**src/rtl/unified_mem_arbiter.sv**
```systemverilog
// unified_mem_arbiter: shares one fixed-latency single-port memory between fetch and data ports
module unified_mem_arbiter #(
    parameter int ADDR_W  = 32,
    parameter int DATA_W  = 32,
    parameter int MEM_LAT = 2
) (
    input  logic              clk,
    input  logic              rst,
    input  logic              i_req,
    input  logic [ADDR_W-1:0] i_addr,
    output logic              i_gnt,
    output logic              i_rvalid,
    output logic [DATA_W-1:0] i_rdata,
    input  logic              d_req,
    input  logic              d_we,
    input  logic [1:0]        d_width,
    input  logic [ADDR_W-1:0] d_addr,
    input  logic [DATA_W-1:0] d_wdata,
    output logic              d_gnt,
    output logic              d_rvalid,
    output logic [DATA_W-1:0] d_rdata,
    output logic              mem_en,
    output logic              mem_we,
    output logic [1:0]        mem_width,
    output logic [ADDR_W-1:0] mem_addr,
    output logic [DATA_W-1:0] mem_wdata,
    input  logic [DATA_W-1:0] mem_rdata,
    output logic              busy
);
    localparam int CW = $clog2(MEM_LAT + 1);
    localparam logic [CW-1:0] LAT = CW'(MEM_LAT);

    generate
        if (MEM_LAT < 1) begin : g_bad_lat
            $error("unified_mem_arbiter: MEM_LAT must be >= 1");
        end
    endgenerate

    typedef enum logic {IDLE, ACCESS} state_t;

    state_t            state_q, state_d;
    logic [CW-1:0]     cnt_q, cnt_d;
    logic              owner_q, owner_d;
    logic              last_q, last_d;
    logic              we_q, we_d;
    logic [1:0]        width_q, width_d;
    logic [ADDR_W-1:0] addr_q, addr_d;
    logic [DATA_W-1:0] wdata_q, wdata_d;
    logic              d_win, done;

    // owner/last flags: 1 = data port, 0 = fetch port
    always_comb begin
        d_win   = d_req && (!i_req || !last_q);
        i_gnt   = state_q == IDLE && !rst && i_req && !d_win;
        d_gnt   = state_q == IDLE && !rst && d_win;
        done    = state_q == ACCESS && cnt_q == '0 && !rst;
        state_d = state_q;
        cnt_d   = cnt_q;
        owner_d = owner_q;
        last_d  = last_q;
        we_d    = we_q;
        width_d = width_q;
        addr_d  = addr_q;
        wdata_d = wdata_q;
        if (i_gnt || d_gnt) begin
            state_d = ACCESS;
            cnt_d   = LAT;
            owner_d = d_gnt;
            last_d  = d_gnt;
            we_d    = d_gnt && d_we;
            width_d = d_gnt ? d_width : 2'b10;
            addr_d  = d_gnt ? d_addr : i_addr;
            wdata_d = (d_gnt && d_we) ? d_wdata : '0;
        end else if (state_q == ACCESS) begin
            state_d = cnt_q == '0 ? IDLE : ACCESS;
            cnt_d   = cnt_q == '0 ? cnt_q : cnt_q - 1'b1;
        end
    end

    always_ff @(posedge clk) begin
        if (rst) begin
            state_q <= IDLE;
            cnt_q   <= '0;
            owner_q <= 1'b0;
            last_q  <= 1'b0;
            we_q    <= 1'b0;
            width_q <= '0;
            addr_q  <= '0;
            wdata_q <= '0;
        end else begin
            state_q <= state_d;
            cnt_q   <= cnt_d;
            owner_q <= owner_d;
            last_q  <= last_d;
            we_q    <= we_d;
            width_q <= width_d;
            addr_q  <= addr_d;
            wdata_q <= wdata_d;
        end
    end

    assign busy      = state_q == ACCESS;
    assign mem_en    = busy && cnt_q == LAT && !rst;
    assign mem_we    = we_q;
    assign mem_width = width_q;
    assign mem_addr  = addr_q;
    assign mem_wdata = wdata_q;
    assign i_rvalid  = done && !owner_q;
    assign d_rvalid  = done && owner_q;
    assign i_rdata   = i_rvalid ? mem_rdata : '0;
    assign d_rdata   = (d_rvalid && !we_q) ? mem_rdata : '0;
endmodule

```
**config.mk**
```make
export PLATFORM = sky130hd
export DESIGN_NAME = unified_mem_arbiter
export DESIGN_NICKNAME = d
export VERILOG_FILES = /design/src/rtl/unified_mem_arbiter.sv
export SDC_FILE = /design/constraint.sdc
export NUM_CORES = 1
export LEC_CHECK = 0
export ABC_AREA = 1
export CORE_ASPECT_RATIO = 1.2
export CORE_MARGIN = 2
export CORE_UTILIZATION = 30
export DETAILED_ROUTE_END_ITERATION = 12
export DONT_BUFFER_PORTS = 1
export PLACE_DENSITY = 0.42
export SETUP_SLACK_MARGIN = 0.2
export SYNTH_ARGS = -nofsm -noshare
export SYNTH_HDL_FRONTEND = slang
export SYNTH_SLANG_ARGS = --single-unit
```
**constraint.sdc**
```tcl
create_clock -name clk -period 1.7 [get_ports clk]
set_clock_uncertainty 0.05 [all_clocks]
set_input_delay 0.425 -clock clk [delete_from_list [all_inputs] [get_ports clk]]
set_output_delay 0.425 -clock clk [all_outputs]
set_load 0.01 [all_outputs]
```
# Yosys cells after proc, flatten, opt, wreduce, memory -nomap -nowiden
# Cells that the tools add are included.
op_classes:
  add_sub_neg: 1
  eq_ne: 2
  mux: 11
  bitwise: 2
  n_reduce_logical: 25
ops:
  columns: ["operator", "n"]
  rows:
  - ["$mux W32", 4]
  - ["$logic_and A1 B1 Y1", 13]
  - ["$mux W2", 4]
  - ["$logic_not A1 Y1", 5]
  - ["$reduce_and A2 Y1", 2]
  - ["$mux W1", 3]
  - ["$eq A2 B2 Y1 const B", 1]
  - ["$logic_not A2 Y1", 1]
  - ["$logic_or A1 B1 Y1", 2]
  - ["$ne A2 B1 Y1 const B", 1]
  - ["$not A1 Y1", 2]
  - ["$reduce_bool A2 Y1", 1]
  - ["$reduce_or A2 Y1", 1]
  - ["$sub A2 B1 Y2 const B", 1]
word_totals:
  regBits: 71
  out_inout_bits: 137

# Depth between registers and ports, before layout
logic_depth:
  ltp_word: 8
  ltp_mapped: 9
  ltp_nobuf: 7

# Worst setup path before layout
# OpenSTA, ideal clock, no wires.
synth_timing:
  path_kind: "input -> output"
  from: "in rst"
  to: "out d_rdata[0]"
  arrival_time_ns: 1.319
  required_time_ns: 1.225
  slack_ns: -0.094
  stages: 7
  cell_sequence: "buf_6 > nor2_1 > nand2_1 > nor2_2 > nand2_2 > buf_6 > nor2_1"
synth_via:
  elab_chain_cells: 5
synth_rtl:
  columns: ["item", "line", "text"]
  rows:
  - ["from (decl)", "8", "input logic rst,"]
  - ["$logic_not A1 Y1", "56", "done = state_q == ACCESS && cnt_q == '0 && !rst;"]
  - ["$logic_and A1 B1 Y1", "56", null]
  - ["$logic_and A1 B1 Y1", "109", "assign d_rvalid = done && owner_q;"]
  - ["net d_rvalid", "20", "output logic d_rvalid,"]
  - ["$logic_and A1 B1 Y1", "111", "assign d_rdata = (d_rvalid && !we_q) ? mem_rdata : '0;"]
  - ["$mux W32", "111", null]
  - ["to (decl)", "21", "output logic [DATA_W-1:0] d_rdata,"]
# The timed path passes the listed nets, and every way through them passes these cells.

# Worst setup path in the final report
layout_timing:
  from: "reg state_q, in the netlist busy"
  to: "out i_rdata[28]"
layout_via:
  elab_chain_cells: 4
layout_rtl:
  columns: ["item", "line", "text"]
  rows:
  - ["from (decl)", "41", "state_t state_q, state_d;"]
  - ["from (signal assigned)", "91", "state_q <= state_d;"]
  - ["$logic_and A1 B1 Y1 (2 in series)", "56", null]
  - ["$logic_and A1 B1 Y1", "108", "assign i_rvalid = done && !owner_q;"]
  - ["$mux W32", "110", "assign i_rdata = i_rvalid ? mem_rdata : '0;"]
  - ["to (decl)", "13", "output logic [DATA_W-1:0] i_rdata,"]
# Every way passes these cells.

==> impl_metrics.env <==
export IMPL_vias=4425
export IMPL_peakVddDrop_uv=561
export IMPL_drtAntennaViolNets=0
export IMPL_grt_setup_unrepaired="true"
export IMPL_core_region_area_um2=13100
export IMPL_maxCapViolCount=0
export IMPL_drive_above_1_share=0.465
export IMPL_yosysWarnings=0
export IMPL_grt_pass1_wl_mm=21.2
export IMPL_fin_crit_sh=1.15
export IMPL_dr_pass1_iters=4
export IMPL_hp_class="in -> reg"
export IMPL_io_pins=272
export IMPL_synth_avg_cell_area_um2=5.95
export IMPL_slew_limit_headroom=0.835
export IMPL_grt_max_degree=40
export IMPL_critPathRequiredTime_ns=1.22
export IMPL_nNetsFinal=866
export IMPL_drcViolationCount=0
export IMPL_htreeDepth=3
export IMPL_hold_ws_ns=0.100
export IMPL_violations="setup timing"
export IMPL_dp_cells=832
export IMPL_cts_root_buf="clkbuf_16"
export IMPL_wirelength_mm=16.1
export IMPL_rows=46
export IMPL_antenna_cells=0
export IMPL_finalWorstSetupSlack_ns=-0.262
export IMPL_drv_slew=0
export IMPL_path_class="reg -> out"
export IMPL_fin_crit_ns=1.96
export IMPL_power_density_nw_per_um2=848
export IMPL_synthCells=675
export IMPL_antenna_found_initial=0
export IMPL_fp_dieArea_um2=14300
export IMPL_hold_viol_final=0
export IMPL_yosys_area_top_type="dfxtp_1"
export IMPL_power_leakage_uw=0.00322
export IMPL_synthDistinctLibCells=17
export IMPL_final_setup_tns_ns=-14.68
export IMPL_gr_total_overflow=0
export IMPL_status="finished, violations left"
export IMPL_total_power_uw=5960
export IMPL_clock_latency_ns=0.32
export IMPL_dp_slack_ns=-0.00715
export IMPL_cts_buffers=9
export IMPL_fp_dieH_um=131
export IMPL_cts_sinks=71
export IMPL_cts_buffer_depth=2
export IMPL_initial_core_util=0.306
export IMPL_critPathCaptureType="output port"
export IMPL_gp_congestion=0.740
export IMPL_yosys_top_cells_area="dfxtp_1, nand3_1, nand2_1"
export IMPL_finalSetupViolCount=67
export IMPL_start_kind="flip-flop"
export IMPL_instances_no_fill=904
export IMPL_arrival_ns=1.49
export IMPL_dp_hpwl_mm=9.00
export IMPL_clk_pin_slew_worst_paths_ns=0.07
export IMPL_die_x_um=110
export IMPL_grt_util_all_layers=0.195
export IMPL_syn2layout_area_growth_pct=75.0
export IMPL_first_global_vias=3891
export IMPL_seq_area_frac_synth=0.354
export IMPL_io_buffers=0
export IMPL_tightest_slew_ns=0.248
export IMPL_ys_ff_latch=71
export IMPL_netlist_area_um2=4020
export IMPL_fmax_mhz=510
export IMPL_avgRoutedWirePerCell_um=17.8
export IMPL_critPathMaxFanout=8
export IMPL_vias_per_cell=4.89
export IMPL_synth_top_area_share=0.354
export IMPL_drt_iter0_drc=241
export IMPL_synth_fp_nets=810
export IMPL_cts_tree="yes"
## Yosys cell counts (all sizes together)
cell    number
a21oi       36
buf         35
clkbuf      14
dfxtp       71
inv        137
nand2      141
nand3      133
nor2       106
o21ai        1
o31ai        1
## state kept, by name, summed over array words and instances (netlist names)
signal / count
last_q: 1
mem_wdata: 32
mem_addr: 32
busy: 1
mem_we: 1
cnt_q: 2
mem_width: 2
## through the flow
stage / util / area [µm²]
floorplan: - / 4370
global placement: 0.352 / 4620
detailed placement: 0.352 / 4620
CTS: 0.443 / 5810
global route: 0.535 / 7030
finish: 0.535 / 7030
## area by class of cell
type	count	area [µm²]
clock buffer	9	225
clock inverter	7	103
fill	1238	6100
inverter	137	517
multi-input combinational	419	3080
sequential	71	1420
tap	168	210
timing repair buffer	93	1460
## worst max-delay path, stage by stage (launching register included)
cell and delay (ns):
dfxtp_2 0.33, inv_2 0.05, nor2_4 0.11, buf_4 0.12, nand3_4 0.12, buf_12 0.17
buf_16 0.15, nor2_4 0.11
## layout by cell type (no fill, tap or decap), types with 8 or more instances in the layout
cell type,Yosys,final
inv_1,136,123
nand2_1,138,95
dfxtp_1,71,69
nand3_2,0,61
nor2_4,2,58
nand3_1,133,55
nor2_1,103,44
nand2_2,3,30
buf_4,2,29
a21oi_2,0,28
buf_6,7,22
clkbuf_16,0,20
nand3_4,0,18
nand2_4,0,15
inv_2,1,13
buf_16,0,13
buf_12,0,12
a21oi_1,36,8
## metal layers
| metal | up-vias | GRT usage | wire [µm] | part of all wire |
|---|---|---|---|---|
| li1 | 2160 | - | - | - |
| met1 | 2108 | 0.219 | 6170 | 0.38 |
| met2 | 147 | 0.354 | 8570 | 0.53 |
| met3 | 10 | 0.0561 | 1210 | 0.075 |
| met4 | 0 | 0.0551 | 164 | 0.010 |
| met5 | - | 0 | 0 | 0 |
## final timing paths
kind | cells past startpoint | endpoint | start | slack [ns]
setup / recovery | 7 | i_rdata[28] | busy | -0.26
setup reg to reg | 10 | mem_addr[10] | busy | 0.02
hold reg to reg | 2 | mem_wdata[17] | mem_wdata[17] | 0.46
hold / removal | 1 | mem_wdata[4] | rst | 0.10
## report_power, final
part | total, µW | internal [µW] | switching (µW)
Clock | 2110 | 1310 | 800
Combinational | 1880 | 896 | 980
Sequential | 1980 | 1800 | 174
Total | 5960 | 4010 | 1950
## timing repair
| item | in CTS | in global routing |
|---|---|---|
| pin swaps | 27 | 61 |
| gates resized for setup | 87 | 201 |
| setup buffers | 13 | 15 |
| hold buffers | 0 | 0 |
| cloned | 14 | 15 |
| endpoints found under the setup margin | 78 | 140 |
## cell families (layout without fill, tap and decap cells)
group	count (synthesis)	in the layout	share of synthesized area
buf+inv	186	246	0.195
simple gates	380	381	0.403
flops	71	71	0.354
compound gates	38	38	0.0480
(Power assumes the default switching activity.)
